===== src/rtl/lockout_timer.sv =====
// lockout_timer: times an escalating lockout for each new sleep request from
// the Controller and answers with a one-cycle end_sleep pulse on expiry.
// Lockout length is BASE_SECS << lock_level seconds; a correct_password pulse
// drops the escalation level back to zero.
module lockout_timer #(
  parameter int unsigned CLK_HZ    = 50000000,
  parameter int unsigned BASE_SECS = 5,
  parameter int unsigned MAX_LEVEL = 3
) (
  input  logic       clk,
  input  logic       system_reset,
  input  logic       sleep,
  input  logic       correct_password,
  output logic       end_sleep,
  output logic       sleeping,
  output logic [7:0] secs_left,
  output logic [1:0] lock_level
);

  localparam int unsigned   PW       = (CLK_HZ > 1) ? $clog2(CLK_HZ) : 1;
  localparam logic [PW-1:0] PRE_LAST = PW'(CLK_HZ - 1);
  localparam logic [1:0]    LVL_MAX  = 2'(MAX_LEVEL);

  typedef enum logic [1:0] {
    IDLE,
    COUNT,
    DONE
  } state_t;

  state_t        state;
  logic [PW-1:0] prescaler;
  logic          sleep_d;
  logic          rise;
  logic          tick;
  logic [7:0]    load_secs;

  assign rise = sleep & ~sleep_d;
  assign tick = (prescaler == PRE_LAST);

  // Lockout length for the current escalation level
  always_comb begin
    load_secs = 8'(BASE_SECS << lock_level);
  end

  // Delayed copy of sleep for rising-edge detection
  always_ff @(posedge clk or negedge system_reset) begin
    if (!system_reset) begin
      sleep_d <= 1'b0;
    end else begin
      sleep_d <= sleep;
    end
  end

  // Lockout state machine with registered outputs
  always_ff @(posedge clk or negedge system_reset) begin
    if (!system_reset) begin
      state      <= IDLE;
      prescaler  <= '0;
      end_sleep  <= 1'b0;
      sleeping   <= 1'b0;
      secs_left  <= '0;
      lock_level <= '0;
    end else begin
      end_sleep <= 1'b0;
      case (state)
        IDLE: begin
          if (rise) begin
            secs_left <= load_secs;
            prescaler <= '0;
            sleeping  <= 1'b1;
            state     <= COUNT;
          end
        end
        COUNT: begin
          // Abort outranks the second tick
          if (!sleep) begin
            secs_left <= '0;
            sleeping  <= 1'b0;
            prescaler <= '0;
            state     <= IDLE;
          end else if (tick) begin
            prescaler <= '0;
            if (secs_left > 8'd1) begin
              secs_left <= secs_left - 8'd1;
            end else begin
              secs_left <= '0;
              end_sleep <= 1'b1;
              sleeping  <= 1'b0;
              if (lock_level < LVL_MAX) begin
                lock_level <= lock_level + 2'd1;
              end
              state <= DONE;
            end
          end else begin
            prescaler <= prescaler + 1'b1;
          end
        end
        DONE: begin
          if (!sleep) begin
            state <= IDLE;
          end
        end
        default: begin
          state <= IDLE;
        end
      endcase
      // Placed last so a clear coinciding with expiry overrides the escalation
      if (correct_password) begin
        lock_level <= '0;
      end
    end
  end

endmodule


===== config.mk =====
export PLATFORM = sky130hd
export DESIGN_NAME = lockout_timer
export DESIGN_NICKNAME = d
export VERILOG_FILES = /design/src/rtl/lockout_timer.sv
export SDC_FILE = /design/constraint.sdc
export NUM_CORES = 1
export LEC_CHECK = 0
export ABC_AREA = 1
export BUFFER_PORTS_ARGS = -buffer_cell sky130_fd_sc_hd__buf_2
export CORE_MARGIN = 4
export CORE_UTILIZATION = 52
export CTS_CLUSTER_DIAMETER = 80
export CTS_CLUSTER_SIZE = 16
export DETAILED_ROUTE_END_ITERATION = 6
export PLACE_DENSITY = 0.77
export SLEW_MARGIN = 10
export SYNTH_ARGS = -nofsm -noshare
export SYNTH_HDL_FRONTEND = slang
export SYNTH_SLANG_ARGS = --single-unit

===== constraint.sdc =====
create_clock -name clk -period 1.7 [get_ports clk]
set_input_delay 0.34 -clock clk [delete_from_list [all_inputs] [get_ports clk]]
set_output_delay 0.34 -clock clk [all_outputs]
set_load 0.05 [all_outputs]

# ---- Yosys cells after proc, flatten, opt, wreduce, memory -nomap -nowiden
# Cells that the tools add are included.
dict set report classes {
  n_addsub 3
  n_lt_le_gt_ge 2
  n_eq_ne 8
  shift 1
  n_mux 30
  bitwise_logic 2
  n_reduce_logical 11
}
# cell n
set op_table {}
lappend op_table {{$mux 26} 3}
lappend op_table {{$pmux 26 s2} 1}
lappend op_table {{$mux 8} 4}
lappend op_table {{$add 26x1->26 const B} 1}
lappend op_table {{$eq 26x26->1 const B} 1}
lappend op_table {{$mux 2} 11}
lappend op_table {{$pmux 8 s2} 1}
lappend op_table {{$reduce_bool 2->1} 5}
lappend op_table {{$gt 8x1->1 const B} 1}
lappend op_table {{$mux 1} 8}
lappend op_table {{$reduce_and 4->1} 2}
lappend op_table {{$shl 3x2->8 const A} 1}
lappend op_table {{$sub 8x1->8 const B} 1}
lappend op_table {{$ne 2x2->1 const B} 3}
lappend op_table {{$ne 3x3->1 const B} 2}
lappend op_table {{$pmux 2 s3} 1}
lappend op_table {{$reduce_and 5->1} 1}
lappend op_table {{$reduce_and 3->1} 1}
lappend op_table {{$add 2x1->2 const B} 1}
lappend op_table {{$eq 2x1->1 const B} 1}
lappend op_table {{$eq 2x2->1 const B} 1}
lappend op_table {{$logic_not 2->1} 1}
lappend op_table {{$lt 2x2->1 const B} 1}
lappend op_table {{$pmux 1 s2} 1}
lappend op_table {{3 further kinds} 3}
dict set report totals {
  ff_bits 41
  in_bits 4
  out_inout_bits 12
  wordCells 64
}

# ---- Longest topological paths before layout
# Gate-level depths: netlist of run 1.
dict set report logic_depth {
  depth_word 7
  mapped_depth 11
  depth_no_buf 11
}

# ---- Least setup slack after synthesis of run 1
# OpenSTA, ideal clock, no wires.
dict set report synth_timing {
  path_kind {register to register}
  start {register secs_left[0]}
  end {register secs_left[0]}
  setup_ns 0.083
  t_arrival_ns 1.847
  required_time_ns 1.617
  path_slack_ns -0.230
  path_stages_with_launch 9
  path_buffers 0
  period_less_slack_ns 1.930
  path_cell_list {dfrtp_1 > inv_1 > ha_1 > or2_2 > nand4_1 > nand2_1 > o21ai_0 > nand2_1 > o21ai_0}
}
dict set report synth_via {
  elab_chain_len 5
  elab_cells_between_ends 6
  cone_classes {1 x add/sub; 1 x order compare; 4 x mux}
}
# element line_no
set synth_rtl {}
lappend synth_rtl {{start, declared} 16} ;# output logic [7:0] secs_left,
lappend synth_rtl {{start signal, assigned} 68} ;# secs_left <= load_secs;
lappend synth_rtl {{start signal, assigned} 84} ;# secs_left <= secs_left - 8'd1;
lappend synth_rtl {{$sub 8x1->8 or $gt 8x1->1 (tied branches)} {84, 83}}
lappend synth_rtl {{$mux 8 (*)} 83} ;# if (secs_left > 8'd1) begin
lappend synth_rtl {{$mux 8 (*)} 81} ;# end else if (tick) begin
lappend synth_rtl {{$mux 8 (*)} 76} ;# if (!sleep) begin
lappend synth_rtl {{$pmux 8 s2 (*)} 65} ;# case (state)
# Every way passes the cells marked *; elsewhere a longest branch is shown, timed or not. The select of a mux whose other input is x is not followed.
# A chain may end at the register's enable or synchronous reset.

# ---- Worst setup path after layout of run 1
dict set report layout_timing {
  start {register prescaler[1]}
  end {register secs_left[7]}
}
dict set report layout_via {
  elab_chain_len 3
}
# element line_no
set layout_rtl {}
lappend layout_rtl {{start, declared} 31} ;# logic [PW-1:0] prescaler;
lappend layout_rtl {{start signal, assigned} 95} ;# prescaler <= prescaler + 1'b1;
lappend layout_rtl {{$eq 26x26->1} 38} ;# assign tick = (prescaler == PRE_LAST);
lappend layout_rtl {{$ne 3x3->1 (no line)} --}
lappend layout_rtl {{$reduce_and 3->1 (no line)} --}
# Every way passes these cells.

==> results of run 1 <==
==> critical path: stages, from the launching register on <==
cell and delay [ps]:
sky130_fd_sc_hd__dfrtp_1 410, sky130_fd_sc_hd__ha_4 170, sky130_fd_sc_hd__nand2_4 50, sky130_fd_sc_hd__nor2_4 100, sky130_fd_sc_hd__nand3_2 90, sky130_fd_sc_hd__nor2_4 130
sky130_fd_sc_hd__nand2_4 80, sky130_fd_sc_hd__a21oi_4 240, sky130_fd_sc_hd__buf_4 210, sky130_fd_sc_hd__nand2_1 70, sky130_fd_sc_hd__nand2_1 70
==> routing by layer <==
layer / routed length [um] / vias to the layer above
li1: - / 1243
met1: 2900 / 1167
met2: 3100 / 77
met3: 307 / 11
met4: 106 / 0
met5: 0 / -
==> area by class of cell <==
cell class	instances	area [um^2]	area share (%)
clock buffers	7	86.3	2.73
inverters	43	164	5.19
multi-input cells	277	1450	45.9
flip-flops and latches	41	1030	32.5
well taps	67	83.8	2.65
repair buffers	43	347	11.0
==> cells by family after synthesis <==
group           share of synthesized area (%)
simple gates                             39.4
buf+inv                                  7.16
fa+ha+maj                                3.38
flops                                    39.7
xor+xnor                                 5.08
compound gates                           5.32
==> cell usage after synthesis (all sizes together) <==
master	instances
nand2	104
nor2	78
inv	43
dfrtp	41
nand3	26
o21ai	17
nand4	13
xor2	11
nor3	8
ha	7
a21oi	4
xnor2	4
buf	3
nor4	1
o21bai	1
o22ai	1
o31ai	1
or2	1
==> path summary, 6_finish.rpt <==
kind	to	slack, ps	cells after the start
max in group asynchronous	secs_left[1]	700	3
hold reg to reg	sleeping	480	2
hold / removal	lock_level[0]	200	2
setup reg to reg	secs_left[7]	5	10
setup / recovery	secs_left[7]	5	10
min in group asynchronous	prescaler[4]	510	2
==> registers in the layout, summed over array words and instances (netlist names) <==
register,flops
lock_level,2
sleeping,1
end_sleep,1
state,2
sleep_d,1
secs_left,8
prescaler,26
==> metrics by stage <==
stage                     util [%]  std cells
after floorplan                  -        364
after global placement        60.2        460
after detailed placement      60.2        460
after CTS                     62.6        469
after global routing          66.0        478
final                         66.0        478
==> report_power, final <==
group,leakage [nW],internal [mW],total (mW),switching (mW)
Combinational,0.954,0.839,2.24,1.40
Clock,0.0443,0.323,0.656,0.333
Sequential,0.557,1.11,1.26,0.146
Total,1.56,2.28,4.15,1.88
==> repair_timing <==
action | 4_1_cts | 5_1_grt
pin swaps | 1 | 6
cloned | 0 | 1
endpoints found under the hold margin | 1 | 0
gates resized for setup | 2 | 18
hold buffers | 1 | 0
endpoints found under the setup margin | 2 | 19
buffers inserted | 1 | 8
==> impl_summary.txt, run 1 <==
----------------------------------------------------
[Placement]
  Port Buf Inserts ... 15
  Area of placed instances ... 2880 um^2
  Detailed placement HPWL ... 4580 um
  Setup WS pre-CTS ... -10.9 ps
  GP Congestion ... 0.899

[Timing]
  Peak Freq ... 0.590 GHz
  Post-layout worst setup margin ... 4.96 ps
  Slew headroom ... 71.2%
  Final Hold Vio Count ... 0
  Clock skew ... 4.32 ps
  Post-layout minimum cycle time ... 1700 ps
  Total setup violations reported at the end of the flow ... 0
  Hold_ws ... 203 ps
  Final worst path period share ... 99.7%
  Setup repair after global routing missed its margin ... yes
  Setup tns final ... 0 ps
  Worst-margin pin slew ... 431 ps
  Number of pins with negative max-slew slack in the final report ... 0

[Run status]
  Result of the run ... complete, no violations

[Clock tree]
  Maximum root-to-sink buffer count ... 2
  Cell at the root of the clock tree ... sky130_fd_sc_hd__clkbuf_8
  Clock insertion delay at the later pin of the skew report ... 290 ps
  Clock tree from TritonCTS ... yes
  TritonCTS buffer count ... 5
  Clock-pin slew on the worst setup and hold paths ... 80 ps
  Total number of clock tree sinks ... 41
  H-tree levels ... 2

[Detailed routing]
  Initial drt markers ... 175
  Via count ... 2498
  Post-route antenna net violation count ... 0
  Final WL ... 6410 um
  Detailed-route vias per instance ... 5.23
  DRC ... 0
  Detailed Routing Iterations Pass 1 ... 5
  Routed length per placed instance ... 13.4 um

[Global routing]
  GRT met1 Usage ... 29.2%
  Number of antenna violations at the first check in global routing ... 0
  GR Overflow Total ... 0
  Busiest layer in global routing ... met2
  Met2 demand-to-capacity share in global routing ... 36.8%
  Maximum number of pins on one net before global-route repair ... 25
  First-pass GRT wire length ... 10800 um
  Vias in the first global route ... 2441
  Met3 Use GR ... 3.44%
  Global-route usage over all layers ... 22.0%

[Hold path]
  Critical hold path startpoint ... correct_password
  Path class of the lowest-slack min-delay path ... in -> reg

[Synthesis]
  Seq cells post-synth ... 41
  Synth area leaders ... sky130_fd_sc_hd__dfrtp_1 40%, sky130_fd_sc_hd__nand2_1 14%, sky130_fd_sc_hd__nor2_1 10%
  Count of cell types in the netlist ... 27
  Share of Yosys cell area claimed by the top area cell type ... 39.7%
  Net count of the mapped netlist ... 375
  Mapped Cells ... 364
  Average cell area after synthesis ... 7.11 um^2
  Count of synthesis-stage warnings from yosys ... 0
  Synth Cell Area ... 2590 um^2
  Area leader, netlist ... sky130_fd_sc_hd__dfrtp_1
  Fraction of the yosys area taken by sequential cells ... 39.7%

[Pwr]
  Lkg Pwr ... 1.56 nW
  Highest ir drop seen on vdd ... 1.47 mV
  Power Total ... 4.15 mW
  Power per cell area ... 1310 nW/um^2

[Floorplan]
  Chip height ... 78.5 um
  Die Span X ... 78.5 um
  Row cnt ... 25
  Initial cell density of the core ... 54.1%
  Io pins ... 16
  Core area ... 4790 um^2
  Overall die area ... 6170 um^2

[Finish]
  Layout overhead on the synthesized area ... 22.1%
  Finished Cell Area ... 3160 um^2
  Commonest non-fill, non-tap cells in the layout ... 92 x sky130_fd_sc_hd__nand2_1, 69 x sky130_fd_sc_hd__nor2_1, 39 x sky130_fd_sc_hd__dfrtp_1
  Number of nets in the layout ... 422
  Count of filler cells inserted in the layout ... 417
  Count of antenna diodes in the layout ... 0
  Ratio of cells with drive above 1 in the final layout ... 20.2%
  Leading cell type in the layout, fill and taps excluded ... sky130_fd_sc_hd__nand2_1

[Setup path]
  Data arrival time of the critical path ... 1930 ps
  RR Startpoint ... prescaler[1]
  Worst Path Max Fanout ... 7
  Startpoint of the most critical setup path ... prescaler[1]
  Data required time at the worst endpoint ... 1930 ps
  Kind of critical path ... reg -> reg
  Type of origin of the critical path ... register
  Kind of capture point of the worst setup path ... register

[Run]
  Max-cap violations ... 0

----------------------------------------------------
Power figures use the tool's default switching activity.
==> run 2: changes to the inputs <==
--- a/config.mk
+++ b/config.mk
@@ -7,12 +7,14 @@
 export LEC_CHECK = 0
 export ABC_AREA = 1
 export BUFFER_PORTS_ARGS = -buffer_cell sky130_fd_sc_hd__buf_2
+export CORE_ASPECT_RATIO = 0.9
 export CORE_MARGIN = 4
 export CORE_UTILIZATION = 52
 export CTS_CLUSTER_DIAMETER = 80
 export CTS_CLUSTER_SIZE = 16
 export DETAILED_ROUTE_END_ITERATION = 6
 export PLACE_DENSITY = 0.77
+export SETUP_SLACK_MARGIN = 0.05
 export SLEW_MARGIN = 10
 export SYNTH_ARGS = -nofsm -noshare
 export SYNTH_HDL_FRONTEND = slang
==> run 2 against run 1 <==
  * Combinational power down 8%
  * Critical path depth unchanged
  * Hold slack worse by 190 ps
  * Design area down 2.5%
  * Die area about the same
  * Sequential cell count unchanged
  * Non-clock buffer count down 5
  * Wire length down 3.5%
  * Highest routed layer unchanged
==> impl_summary.txt, run 2 (synthesis gave the netlist of run 1 again) <==
----------------------------------------------------
[Detailed routing]
  Routed met3 length ... 412 um (+34%)
  Initial drt markers ... 184 (+5.1%)
  Via count ... 2470 (-1.1%)
  Detailed-route vias per instance ... 5.23 (+0.14%)
  Detailed Routing Iterations Pass 1 ... 4 (-1)
  DRC ... 0 (unchanged)
  Met2 routed WL ... 2770 um (-11%)
  Met1 wire length ... 2930 um (+0.97%)
  Highest routing layer actually used ... met4
  Post-route antenna net violation count ... 0 (unchanged)
  Routed length per placed instance ... 13.1 um (-2.3%)
  Final WL ... 6190 um (-3.5%)

[Timing]
  Total setup violations reported at the end of the flow ... 0 (unchanged)
  Final worst path period share ... 96.9% (-2.8 points)
  Post-layout minimum cycle time ... 1650 ps (-47.8 ps)
  Number of pins with negative max-slew slack in the final report ... 0 (unchanged)
  Setup repair after global routing missed its margin ... yes
  Peak Freq ... 0.607 GHz (+2.9%)
  Final Hold Vio Count ... 0 (unchanged)
  Worst-margin pin slew ... 303 ps (-129 ps)
  Slew headroom ... 79.7% (+8.4 points)
  Clock skew ... 6.41 ps (+2.09 ps)

[Setup path]
  Type of origin of the critical path ... register
  Kind of capture point of the worst setup path ... register
  Worst Path Max Fanout ... 13 (+6)
  Cell family with most CP delay ... simple AND/OR/NAND/NOR gates
  Worst path cell trace ... ha_2 > nand2_2 > nor2_4 > nand3_2 > nor2_4 > nand2_4 > a21oi_4 > buf_12 > nand2_1 > o21ai_1
  Max incr delay on CP ... 370 ps (-40 ps)
  Worst-path cell with the longest stage delay ... sky130_fd_sc_hd__dfrtp_1
  Kind of critical path ... reg -> reg
  Data arrival time of the critical path ... 1860 ps (-70 ps)
  Data required time at the worst endpoint ... 1920 ps (about the same)
  Buffers plus inverters on the worst setup path ... 1 (unchanged)
  Most repeated library cell on the critical path ... sky130_fd_sc_hd__nor2_4

[Floorplan]
  Io pins ... 16 (unchanged)
  Row cnt ... 24 (-4.0%)
  Core area ... 4830 um^2 (+1.0%)
  Chip height ... 74.9 um (-4.6%)
  Initial cell density of the core ... 53.5% (-0.55 points)
  Overall die area ... 6170 um^2 (about the same)
  Die Span X ... 82.4 um (+4.9%)

[Hold path]
  Path class of the lowest-slack min-delay path ... in -> async

[Finish]
  Biggest regs ... prescaler (26), secs_left (8)
  Most flops, register ... prescaler
  Flip-flop count of the largest register, all copies and words added ... 26 (unchanged)
  Fin util ... 63.8% (-2.3 points)
  Non-filler cells in the finished layout ... 472 (-1.3%)
  Number of nets in the layout ... 417 (-1.2%)
  Commonest non-fill, non-tap cells in the layout ... 92 x sky130_fd_sc_hd__nand2_1, 62 x sky130_fd_sc_hd__nor2_1, 39 x sky130_fd_sc_hd__inv_1, 39 x sky130_fd_sc_hd__dfrtp_1, 25 x sky130_fd_sc_hd__nand3_1
  Finished Cell Area ... 3080 um^2 (-2.5%)
  Count of antenna diodes in the layout ... 0 (unchanged)
  Layout overhead on the synthesized area ... 19.1%
  Leading cell type in the layout, fill and taps excluded ... sky130_fd_sc_hd__nand2_1
  Ratio of cells with drive above 1 in the final layout ... 20.6% (+0.44 points)

[Clock tree]
  H-tree levels ... 2 (unchanged)
  Clock-pin slew on the worst setup and hold paths ... 80 ps (about the same)
  Maximum root-to-sink buffer count ... 2 (unchanged)
  Clock insertion delay at the later pin of the skew report ... 290 ps (about the same)
  Total number of clock tree sinks ... 41 (unchanged)
  TritonCTS buffer count ... 5 (unchanged)
  Clock tree from TritonCTS ... yes
  Hold buffers post-CTS ... 0 (-1)
  Cell at the root of the clock tree ... sky130_fd_sc_hd__clkbuf_8

[Placement]
  Cell count after placement ... 461 (+0.22%)
  GP Congestion ... 0.893 (-0.68%)
  Port Buf Inserts ... 15 (unchanged)
  Detailed placement HPWL ... 4560 um (-0.53%)
  Area of placed instances ... 2900 um^2 (+0.69%)

[Pwr]
  Clk network pwr share ... 16.6% (+0.8 points)
  Net switching component of the power ... 1.81 mW (-3.5%)
  Relative contribution of combinational cells to total power ... 51.9% (-2.0 points)
  Int Pwr ... 2.14 mW (-5.8%)
  Power Total ... 3.96 mW (-4.7%)
  Switching power share of the total ... 45.8% (+0.59 points)
  Highest ir drop seen on vdd ... 1.07 mV (-27%)
  Lkg Pwr ... 1.50 nW (-3.5%)
  Flop pwr share ... 31.4% (+1.1 points)
  Power per cell area ... 1280 nW/um^2 (-2.3%)

[Global routing]
  Number of antenna violations at the first check in global routing ... 0 (unchanged)
  GR Overflow Total ... 0 (unchanged)
  Global-route usage over all layers ... 21.9% (-0.087 points)
  First-pass GRT wire length ... 10300 um (-4.7%)
  Vias in the first global route ... 2250 (-7.8%)
  Maximum number of pins on one net before global-route repair ... 42 (+68%)

[Run status]
  Result of the run ... complete, no violations

[Run]
  Max-cap violations ... 0 (unchanged)

----------------------------------------------------
-- run 2: cell count changes in the layout (fill, tap and decap cells not counted), moves of 2 or more --
| cell | before | now |
|---|---|---|
| sky130_fd_sc_hd__nor2_1 | 69 | 62 |
| sky130_fd_sc_hd__nor2_2 | 2 | 9 |
| sky130_fd_sc_hd__o21ai_0 | 14 | 9 |
| sky130_fd_sc_hd__ha_4 | 2 | 0 |
| sky130_fd_sc_hd__o21ai_1 | 2 | 8 |
| sky130_fd_sc_hd__ha_2 | 0 | 2 |
-- run 2: final timing paths --
kind | from | end | slack (ps) | cells past startpoint
setup reg to reg | prescaler[1] | secs_left[1] | 50 | 10
min in group clk | sleep | sleep_d | 210 | 1
hold reg to reg | sleeping | sleeping | 480 | 2
hold / removal | system_reset | secs_left[2] | 9 | 2
max in group asynchronous | system_reset | secs_left[0] | 1470 | 2
setup / recovery | prescaler[1] | secs_left[1] | 50 | 10
-- run 2: per-layer routing --
metal,global-route usage (%),vias up
li1,-,1237
met1,31.5,1138
met2,33.5,88
met3,4.31,7
met4,6.27,0
met5,0,-
-- run 2: metrics by stage --
stage	hold slack (ps)	setup TNS (ps)	worst slack, ps
global route	20.8	-565	-55.7
floorplan	44.4	0	35.7
finish	8.59	0	52.7
global placement	330	0	81.6
CTS	12.6	0	49.1
detailed placement	331	0	30.8
-- run 2: area by class of cell --
class                           count  area [um^2]
Fill cell                         421         1750
Multi-Input combinational cell    277         1450
Sequential cell                    41         1030
Timing Repair Buffer               38          273
Inverter                           43          161
Clock buffer                        8         90.1
Tap cell                           65         81.3
-- run 2: power groups by stage --
stage,clock [mW],sequential (mW),combinational (mW)
CTS,0.675,1.24,1.92
floorplan,0,1.57,0.959
global placement,0,1.25,1.88
global route,0.712,1.27,2.24
detailed placement,0,1.25,1.90
finish,0.659,1.24,2.06
-- run 2: repair_timing --
item | in CTS | in global routing
resized for setup | 2 | 24
setup buffers | 0 | 3
endpoints found under the setup margin | 8 | 34
pin swaps | 1 | 3
